<file path="src/rtl/branch_pc_controller_pkg.sv">
// Shared definitions for the multi-cycle sequencer: state encoding, reset instruction, widths.
// Latency: n/a (definitions only).
// Backpressure: n/a (definitions only).
package branch_pc_controller_pkg;

    // Default datapath / PC width
    localparam int CORE_XLEN = 64;

    // Instruction register contents after reset: addi x0, x0, 0
    localparam logic [31:0] NOP_INSTR = 32'h0000_0013;

    // Sequencer state encoding, kept as plain constants so debug tools can decode the 3-bit bus
    localparam logic [2:0] S_FETCH   = 3'd0;
    localparam logic [2:0] S_DECODE  = 3'd1;
    localparam logic [2:0] S_EXECUTE = 3'd2;
    localparam logic [2:0] S_MEM     = 3'd3;
    localparam logic [2:0] S_WB      = 3'd4;
    localparam logic [2:0] S_HALT    = 3'd5;
    localparam logic [2:0] S_TRAP    = 3'd6;

    // A taken-branch target must be word aligned
    function automatic logic is_misaligned(input logic [1:0] low_bits);
        return low_bits != 2'b00;
    endfunction

endpackage

</file>
<file path="src/rtl/branch_pc_controller_perf_counters.sv">
// Retired-instruction and taken-branch counters, both wrapping silently.
// Latency: count visible the cycle after its increment strobe.
// Backpressure: none; strobes are single-cycle and always accepted.
module branch_pc_controller_perf_counters #(
    parameter int CNT_W = 32
) (
    input  logic             clk,
    input  logic             rst_n,
    input  logic             inc_instret,
    input  logic             inc_br_taken,
    output logic [CNT_W-1:0] instret_cnt,
    output logic [CNT_W-1:0] br_taken_cnt
);

    logic [CNT_W-1:0] instret_q;
    logic [CNT_W-1:0] br_taken_q;

    // Retire counter: one step per writeback, wraps at the top of its range
    always_ff @(posedge clk or negedge rst_n) begin
        if (!rst_n) begin
            instret_q <= '0;
        end else if (inc_instret) begin
            instret_q <= instret_q + CNT_W'(1);
        end
    end

    // Taken-branch counter: one step per retiring taken branch
    always_ff @(posedge clk or negedge rst_n) begin
        if (!rst_n) begin
            br_taken_q <= '0;
        end else if (inc_br_taken) begin
            br_taken_q <= br_taken_q + CNT_W'(1);
        end
    end

    assign instret_cnt  = instret_q;
    assign br_taken_cnt = br_taken_q;

endmodule

</file>
<file path="src/rtl/branch_pc_controller.sv">
// Multi-cycle FETCH/DECODE/EXECUTE/MEM/WB sequencer owning the PC, instr register and branch redirect.
// Latency: 4 cycles per non-memory instruction plus fetch wait; memory ops add 1 cycle plus dmem wait.
// Backpressure: waits indefinitely in FETCH for imem_ready and in MEM for dmem_done, holding its request.
module branch_pc_controller
    import branch_pc_controller_pkg::*;
#(
    parameter int              XLEN     = CORE_XLEN,
    parameter logic [XLEN-1:0] RESET_PC = '0,
    parameter int              CNT_W    = 32
) (
    input  logic             clk,
    input  logic             rst_n,
    output logic             imem_req,
    output logic [XLEN-1:0]  imem_addr,
    input  logic             imem_ready,
    input  logic [31:0]      imem_rdata,
    output logic [31:0]      instr,
    input  logic             branch,
    input  logic             mem_op,
    input  logic             take_branch,
    input  logic [XLEN-1:0]  branch_target,
    output logic             dmem_en,
    input  logic             dmem_done,
    output logic             reg_write_en,
    output logic [XLEN-1:0]  pc,
    output logic [2:0]       state,
    input  logic             halt_req,
    output logic             halted,
    output logic             trap,
    output logic [CNT_W-1:0] instret_cnt,
    output logic [CNT_W-1:0] br_taken_cnt
);

    logic [2:0]      state_q;
    logic [2:0]      state_d;
    logic [XLEN-1:0] pc_q;
    logic [XLEN-1:0] pc_next_q;
    logic [31:0]     instr_q;
    logic            br_taken_q;
    logic            is_branch_q;

    logic            take_br;
    logic            bad_target;
    logic            in_wb;

    assign take_br    = branch && take_branch;
    assign bad_target = is_misaligned(branch_target[1:0]);
    assign in_wb      = (state_q == S_WB);

    // Next-state selection; HALT and TRAP are absorbing until reset
    always_comb begin
        state_d = state_q;
        case (state_q)
            S_FETCH: begin
                if (imem_ready) begin
                    state_d = S_DECODE;
                end
            end
            S_DECODE: begin
                state_d = S_EXECUTE;
            end
            S_EXECUTE: begin
                // A misaligned redirect traps before any writeback, even if halt is pending
                if (take_br && bad_target) begin
                    state_d = S_TRAP;
                end else if (mem_op) begin
                    state_d = S_MEM;
                end else begin
                    state_d = S_WB;
                end
            end
            S_MEM: begin
                if (dmem_done) begin
                    state_d = S_WB;
                end
            end
            S_WB: begin
                state_d = halt_req ? S_HALT : S_FETCH;
            end
            S_HALT: begin
                state_d = S_HALT;
            end
            S_TRAP: begin
                state_d = S_TRAP;
            end
            default: begin
                state_d = S_FETCH;
            end
        endcase
    end

    // State register; a reset mid-instruction simply abandons it
    always_ff @(posedge clk or negedge rst_n) begin
        if (!rst_n) begin
            state_q <= S_FETCH;
        end else begin
            state_q <= state_d;
        end
    end

    // Instruction register captures the fetched word on the handshake cycle
    always_ff @(posedge clk or negedge rst_n) begin
        if (!rst_n) begin
            instr_q <= NOP_INSTR;
        end else if (state_q == S_FETCH && imem_ready) begin
            instr_q <= imem_rdata;
        end
    end

    // EXECUTE resolves the successor PC and remembers branch info for the WB strobes
    always_ff @(posedge clk or negedge rst_n) begin
        if (!rst_n) begin
            pc_next_q   <= RESET_PC;
            br_taken_q  <= 1'b0;
            is_branch_q <= 1'b0;
        end else if (state_q == S_EXECUTE) begin
            pc_next_q   <= take_br ? branch_target : (pc_q + XLEN'(4));
            br_taken_q  <= take_br;
            is_branch_q <= branch;
        end
    end

    // Architectural PC only moves at writeback, so a trap leaves it on the faulting branch
    always_ff @(posedge clk or negedge rst_n) begin
        if (!rst_n) begin
            pc_q <= RESET_PC;
        end else if (in_wb) begin
            pc_q <= pc_next_q;
        end
    end

    branch_pc_controller_perf_counters #(
        .CNT_W (CNT_W)
    ) u_perf_counters (
        .clk          (clk),
        .rst_n        (rst_n),
        .inc_instret  (in_wb),
        .inc_br_taken (in_wb && br_taken_q),
        .instret_cnt  (instret_cnt),
        .br_taken_cnt (br_taken_cnt)
    );

    // All strobes decode from registered state only, so no input-to-output paths exist
    assign imem_req     = (state_q == S_FETCH);
    assign imem_addr    = pc_q;
    assign dmem_en      = (state_q == S_MEM);
    assign reg_write_en = in_wb && !is_branch_q;
    assign halted       = (state_q == S_HALT);
    assign trap         = (state_q == S_TRAP);
    assign instr        = instr_q;
    assign pc           = pc_q;
    assign state        = state_q;

endmodule
</file>
<file path="config.mk">
export PLATFORM = sky130hd
export DESIGN_NAME = branch_pc_controller
export DESIGN_NICKNAME = d
export VERILOG_FILES = /design/src/rtl/branch_pc_controller_pkg.sv /design/src/rtl/branch_pc_controller_perf_counters.sv /design/src/rtl/branch_pc_controller.sv
export SDC_FILE = /design/constraint.sdc
export NUM_CORES = 1
export LEC_CHECK = 0
export CORE_MARGIN = 5
export CORE_UTILIZATION = 48
export CTS_CLUSTER_SIZE = 16
export DETAILED_ROUTE_END_ITERATION = 7
export HOLD_SLACK_MARGIN = 0.02
export PLACE_DENSITY = 0.89
export SLEW_MARGIN = 0
export SYNTH_ARGS = -nofsm -noshare
export SYNTH_HDL_FRONTEND = slang
export SYNTH_SLANG_ARGS = --single-unit
</file>
<file path="constraint.sdc">
create_clock -name clk -period 2.7 [get_ports clk]
set_clock_uncertainty 0.05 [all_clocks]
set_input_delay 0.27 -clock clk [delete_from_list [all_inputs] [get_ports clk]]
set_output_delay 0.27 -clock clk [all_outputs]
set_load 0.01 [all_outputs]
</file>
**Yosys cells after proc, flatten, opt, wreduce, memory -nomap -nowiden**

Index checks and enable logic that the tools add are counted.

- Logic and storage cells: 35
- Bits of input ports: 104
- Register bits: 229

- Equality and inequality tests: 8
- Reduce and logical (&&, ||, !) cells: 9
- Add/subtract/negate cells: 3
- Multiplexer cells: 7

Operators with widths:

| operator | number |
|---|---|
| 32-bit by 1-bit adder with 32-bit output (second input constant) | 2 |
| 64-bit by 3-bit adder with 64-bit output (second input constant) | 1 |
| 64-bit 2-to-1 mux | 1 |
| 3-bit one-hot mux with 7 select lines | 1 |
| 3-bit 2-to-1 mux | 5 |
| 3-bit == test (second input constant) | 3 |
| 3-bit by 2-bit == test with 1-bit output (second input constant) | 2 |
| 1-bit logical AND | 5 |
| 2-bit by 1-bit != test with 1-bit output (second input constant) | 2 |
| 3-bit by 1-bit == test with 1-bit output (second input constant) | 1 |
| 3-bit logical NOT | 1 |
| 2-bit AND reduction | 1 |
| 2-bit nonzero test | 1 |
| 1-bit logical NOT | 1 |

**Depth between registers and ports, before layout**

- Depth after elaboration: 4
- Gate-level depth with buffers: 8

**By module**

Synthesis repeated with hierarchy kept, for this count alone.

- Cell total of the unflattened synthesis: 1086
- Area total of the unflattened synthesis: 11498.5 sq um

By module, submodules not included:

| module | cells an instance | area an instance (sq um) | times used |
|---|---|---|---|
| branch_pc_controller | 833 | 8543.2 | 1 |
| branch_pc_controller_perf_counters | 253 | 2955.3 | 1 |

**Worst setup path before layout**

No wires, ideal clock.

- Path kind: register to register
- Start point: register pc_q[2], in the netlist imem_addr[2]
- End point: register pc_next_q[28]
- Path slack: 547 ps
- Cell stages (with the launch flop): 9
- Arrival time: 2020 ps
- Data required time: 2567 ps
- Setup time: 83 ps
- Path buffers: 1
- Period minus slack after synthesis: 2153 ps
- Path through: dfrtp_1 -> ha_1 -> nand4_1 -> or4_1 -> clkbuf_1 -> nor3_1 -> xor2_1 -> nor2_1 -> o21ai_0

- Word-level cells in the longest chain between the ends: 2

Ends and longest elaborated chain:

| what | line | RTL |
|---|---|---|
| from (decl) | branch_pc_controller.sv:36 | `logic [XLEN-1:0] pc_q;` |
| from (signal assigned) | branch_pc_controller.sv:128 | `pc_q <= pc_next_q;` |
| 64-bit by 3-bit adder with 64-bit output | branch_pc_controller.sv:117 | `pc_next_q <= take_br ? branch_target : (pc_q + XLEN'(4));` |
| 64-bit 2-to-1 mux | branch_pc_controller.sv:117 |  |
| to (signal assigned) | branch_pc_controller.sv:117 |  |
| to (decl) | branch_pc_controller.sv:37 | `logic [XLEN-1:0] pc_next_q;` |

Every way passes these cells.
A chain may end at the register's enable or synchronous reset.

**Worst setup path after layout**

- Start point: register state_q[2], in the netlist state[2]
- End point: output reg_write_en

- Word-level cells in the longest chain between the ends: 2

Ends and longest elaborated chain:

| what | line | RTL |
|---|---|---|
| from (decl) | branch_pc_controller.sv:34 | `logic [2:0] state_q;` |
| from (signal assigned) | branch_pc_controller.sv:97 | `state_q <= state_d;` |
| 3-bit == test | branch_pc_controller.sv:48 | `assign in_wb = (state_q == S_WB);` |
| 1-bit logical AND | branch_pc_controller.sv:147 | `assign reg_write_en = in_wb && !is_branch_q;` |
| to (decl) | branch_pc_controller.sv:24 | `output logic reg_write_en,` |

Every way passes these cells.

==> summary.txt <==
STA
  • Relative slew slack: 0.5253
  • Tightest Pin Transition: 705.6 ps
  • Worst hold margin: 322.8 ps
  • # setup viols final: 0
  • Clock period minus worst slack: 2507 ps
  • Setup TNS Final: 0 ps
  • Final worst slack: 192.5 ps
  • Final number of max-transition violations: 0
  • Final cycle utilization of the critical path: 0.9287
  • Fin. Hold Viols: 0
  • Max Freq: 0.3988 GHz
  • RSZ-0062 raised after global routing: no

Detailed routing
  • Initial DRC count: 570
  • Remaining antenna violation count: 0
  • DR vias: 9298
  • Vias per inst: 5.508
  • DRC: 0
  • Final wirelength: 34.41 mm
  • Drt first pass iters: 8
  • Avg WL per Cell: 20.39 um

Layout
  • Layout fillers: 1708
  • Cell Count, Final, Fillers Out: 1688
  • # nets final: 1458
  • Layout area overhead: 38.56%
  • Layout cells sized above 1: 0.1454
  • Antenna Cells: 0
  • Final core occ: 0.6682

Pwr
  • Lkg Pwr: 6.548 nW
  • Peak VDD IR: 0.7488 mV
  • PD cells: 1053 nW/um2

Placement
  • Pre-CTS setup slack: 205.2 ps
  • PortBufs: 335
  • Placed cells: 1642
  • Dpl hpwl: 24.67 mm
  • Final Wtd Congestion: 0.8839

Setup path
  • Slowest CP cell: clkdlybuf4s50_1
  • Worst setup SP type: flop
  • Worst EP required: 2380 ps
  • Crit-path max cell delay: 580 ps
  • Worst setup path category: reg -> out
  • CP Max Fanout: 11
  • Worst path cell trace: nor3b_2, buf_4, nor2b_1, clkdlybuf4s50_1
  • Critical Path Sink Type: primary output
  • Arrival @ worst endpoint: 2190 ps
  • Register-to-register path setup slack: 260 ps

Clocking
  • CTS clk-pin slew, worst paths: 60 ps
  • Clk_lat worst skew: 510 ps
  • CTS buffer count: 25
  • CTS H-Tree Depth: 1
  • CTS tree: built
  • Root buf cell: clkbuf_16
  • Post-CTS Setup Bufs: 0
  • Clock Sinks: 229
  • Clock tree buffer depth: 3

Die
  • Starting Density: 0.4823
  • Std-Cell Rows: 56
  • Die ar.: 26530 um2
  • Core area: 23260 um2
  • Io pins: 336
  • Die height: 162.9 um
  • Die W: 162.9 um

GRT
  • Grt ovf: 0
  • First-pass GRT wire length: 53.61 mm
  • Vias in the first global route: 9659
  • Largest net degree at the start of global routing: 92
  • GRT Util Overall: 0.2511
  • Initial antenna violation count: 1

Yosys
  • Post-Syn Instances: 1063
  • Post-synth EDFFs: 0
  • Async S/R FF share, synth: 1.000
  • Unique masters post-synth: 48
  • Synthesized Nets: 1170
  • Register area share after synthesis: 0.5112
  • Syn Std Cell Area: 11220 um2
  • Ys Warns: 0
  • FF+latch count, synth: 229
  • Top_reg_cell synth: dfrtp_1
  • Avg Inst Size Synth: 10.55 um2

Run
  • Max Cap Violations: 0

Outcome
  • Status: finished clean

Min path
  • HP Class: in -> async
cell type report:
class	count	area (um2)	area share
sequential	229	5736	0.3690
multi-input combinational	712	4798	0.3087
timing repair buffer	372	3689	0.2373
clock buffer	34	719.4	0.04628
tap	319	399.1	0.02568
clock inverter	11	161.4	0.01038
inverter	11	41.29	0.002656
through the flow:
step,instance area [um2],power (mW)
3_3_place_gp,14650,12.43
2_1_floorplan,11220,9.446
4_1_cts,15540,16.47
5_1_grt,15540,17.27
3_5_place_dp,14650,12.73
6_report,15540,16.37
worst paths after layout:
kind,from,to,cells past startpoint
max,state[2],reg_write_en,4
min,rst_n,u_perf_counters.br_taken_cnt[20],2
max reg2reg,imem_addr[2],pc_next_q[28],7
min reg2reg,u_perf_counters.br_taken_cnt[3],u_perf_counters.br_taken_cnt[3],1
max in group asynchronous,rst_n,u_perf_counters.br_taken_cnt[29],3
min in group clk,imem_rdata[9],instr[9],2
where the power goes:
part           switching [mW]  total (mW)  internal, mW  leakage, nW
Combinational            2.99        6.72          3.73         3.21
Sequential               1.33        6.02          4.69         2.90
Clock                    1.39        3.63          2.24        0.435
state kept, by name, indices dropped and copies added, names as in the netlist:
name and cells:
is_branch_q 1, imem_addr 64, state 3, br_taken_q 1
u_perf_counters.instret_cnt 32, u_perf_counters.br_taken_cnt 32, pc_next_q 64, instr 32
metal layers:
metal / part of all wire / up-vias / global-route usage
li1: - / 4227 / -
met1: 0.39 / 4607 / 0.3122
met2: 0.50 / 394 / 0.4340
met3: 0.081 / 68 / 0.05973
met4: 0.029 / 2 / 0.08044
met5: 0.00038 / - / 0
what timing repair did:
action	4_1_cts	5_1_grt
setup endpoints to repair	0	4
gates resized for setup	0	2
endpoints found under the hold margin	82	0
hold buffers	1	0
layout by cell type, fill, tap and decap left out, drive strengths merged, types with 37 or more instances in the layout:
master and instances:
dfrtp 226, xnor2 78, mux2 94, clkdlybuf4s50 334
and3 43, nand3 49, nand2 88, o21ai 65
xor2 37, nor2 73, buf 37, a21oi 47
synthesized netlist by cell type, drive strengths merged (34+ instances only):
cell type    n  area [um2]
nand3       49       265.3
xnor2       78       683.2
dfrtp      226        5655
nor2        73       281.5
a21oi       47       235.2
clkbuf      34       127.6
and3        43       269.0
mux2        94        1059
nand2       88       330.3
xor2        37       324.1
o21ai       65       325.3
buf         77       534.3
critical path, delay by kind of cell, from the launching register on:
family | cells | cell delay [ps]
AND/OR/NAND/NOR | 2 | 370
flip-flops | 1 | 520
buffers and inverters | 2 | 790
cells by family (layout without fill, tap and decap cells):
logic type / after synthesis / count (layout) / synth area share
flip-flops: 229 / 229 / 0.5112
multiplexers: 99 / 99 / 0.09882
AND/OR/NAND/NOR: 350 / 350 / 0.1640
AO/OA/AOI/OAI: 145 / 145 / 0.07027
XOR/XNOR: 115 / 115 / 0.08978
adder cells (fa/ha/maj): 3 / 3 / 0.003346
buffers and inverters: 122 / 428 / 0.06268
(Power assumes the default switching activity.)
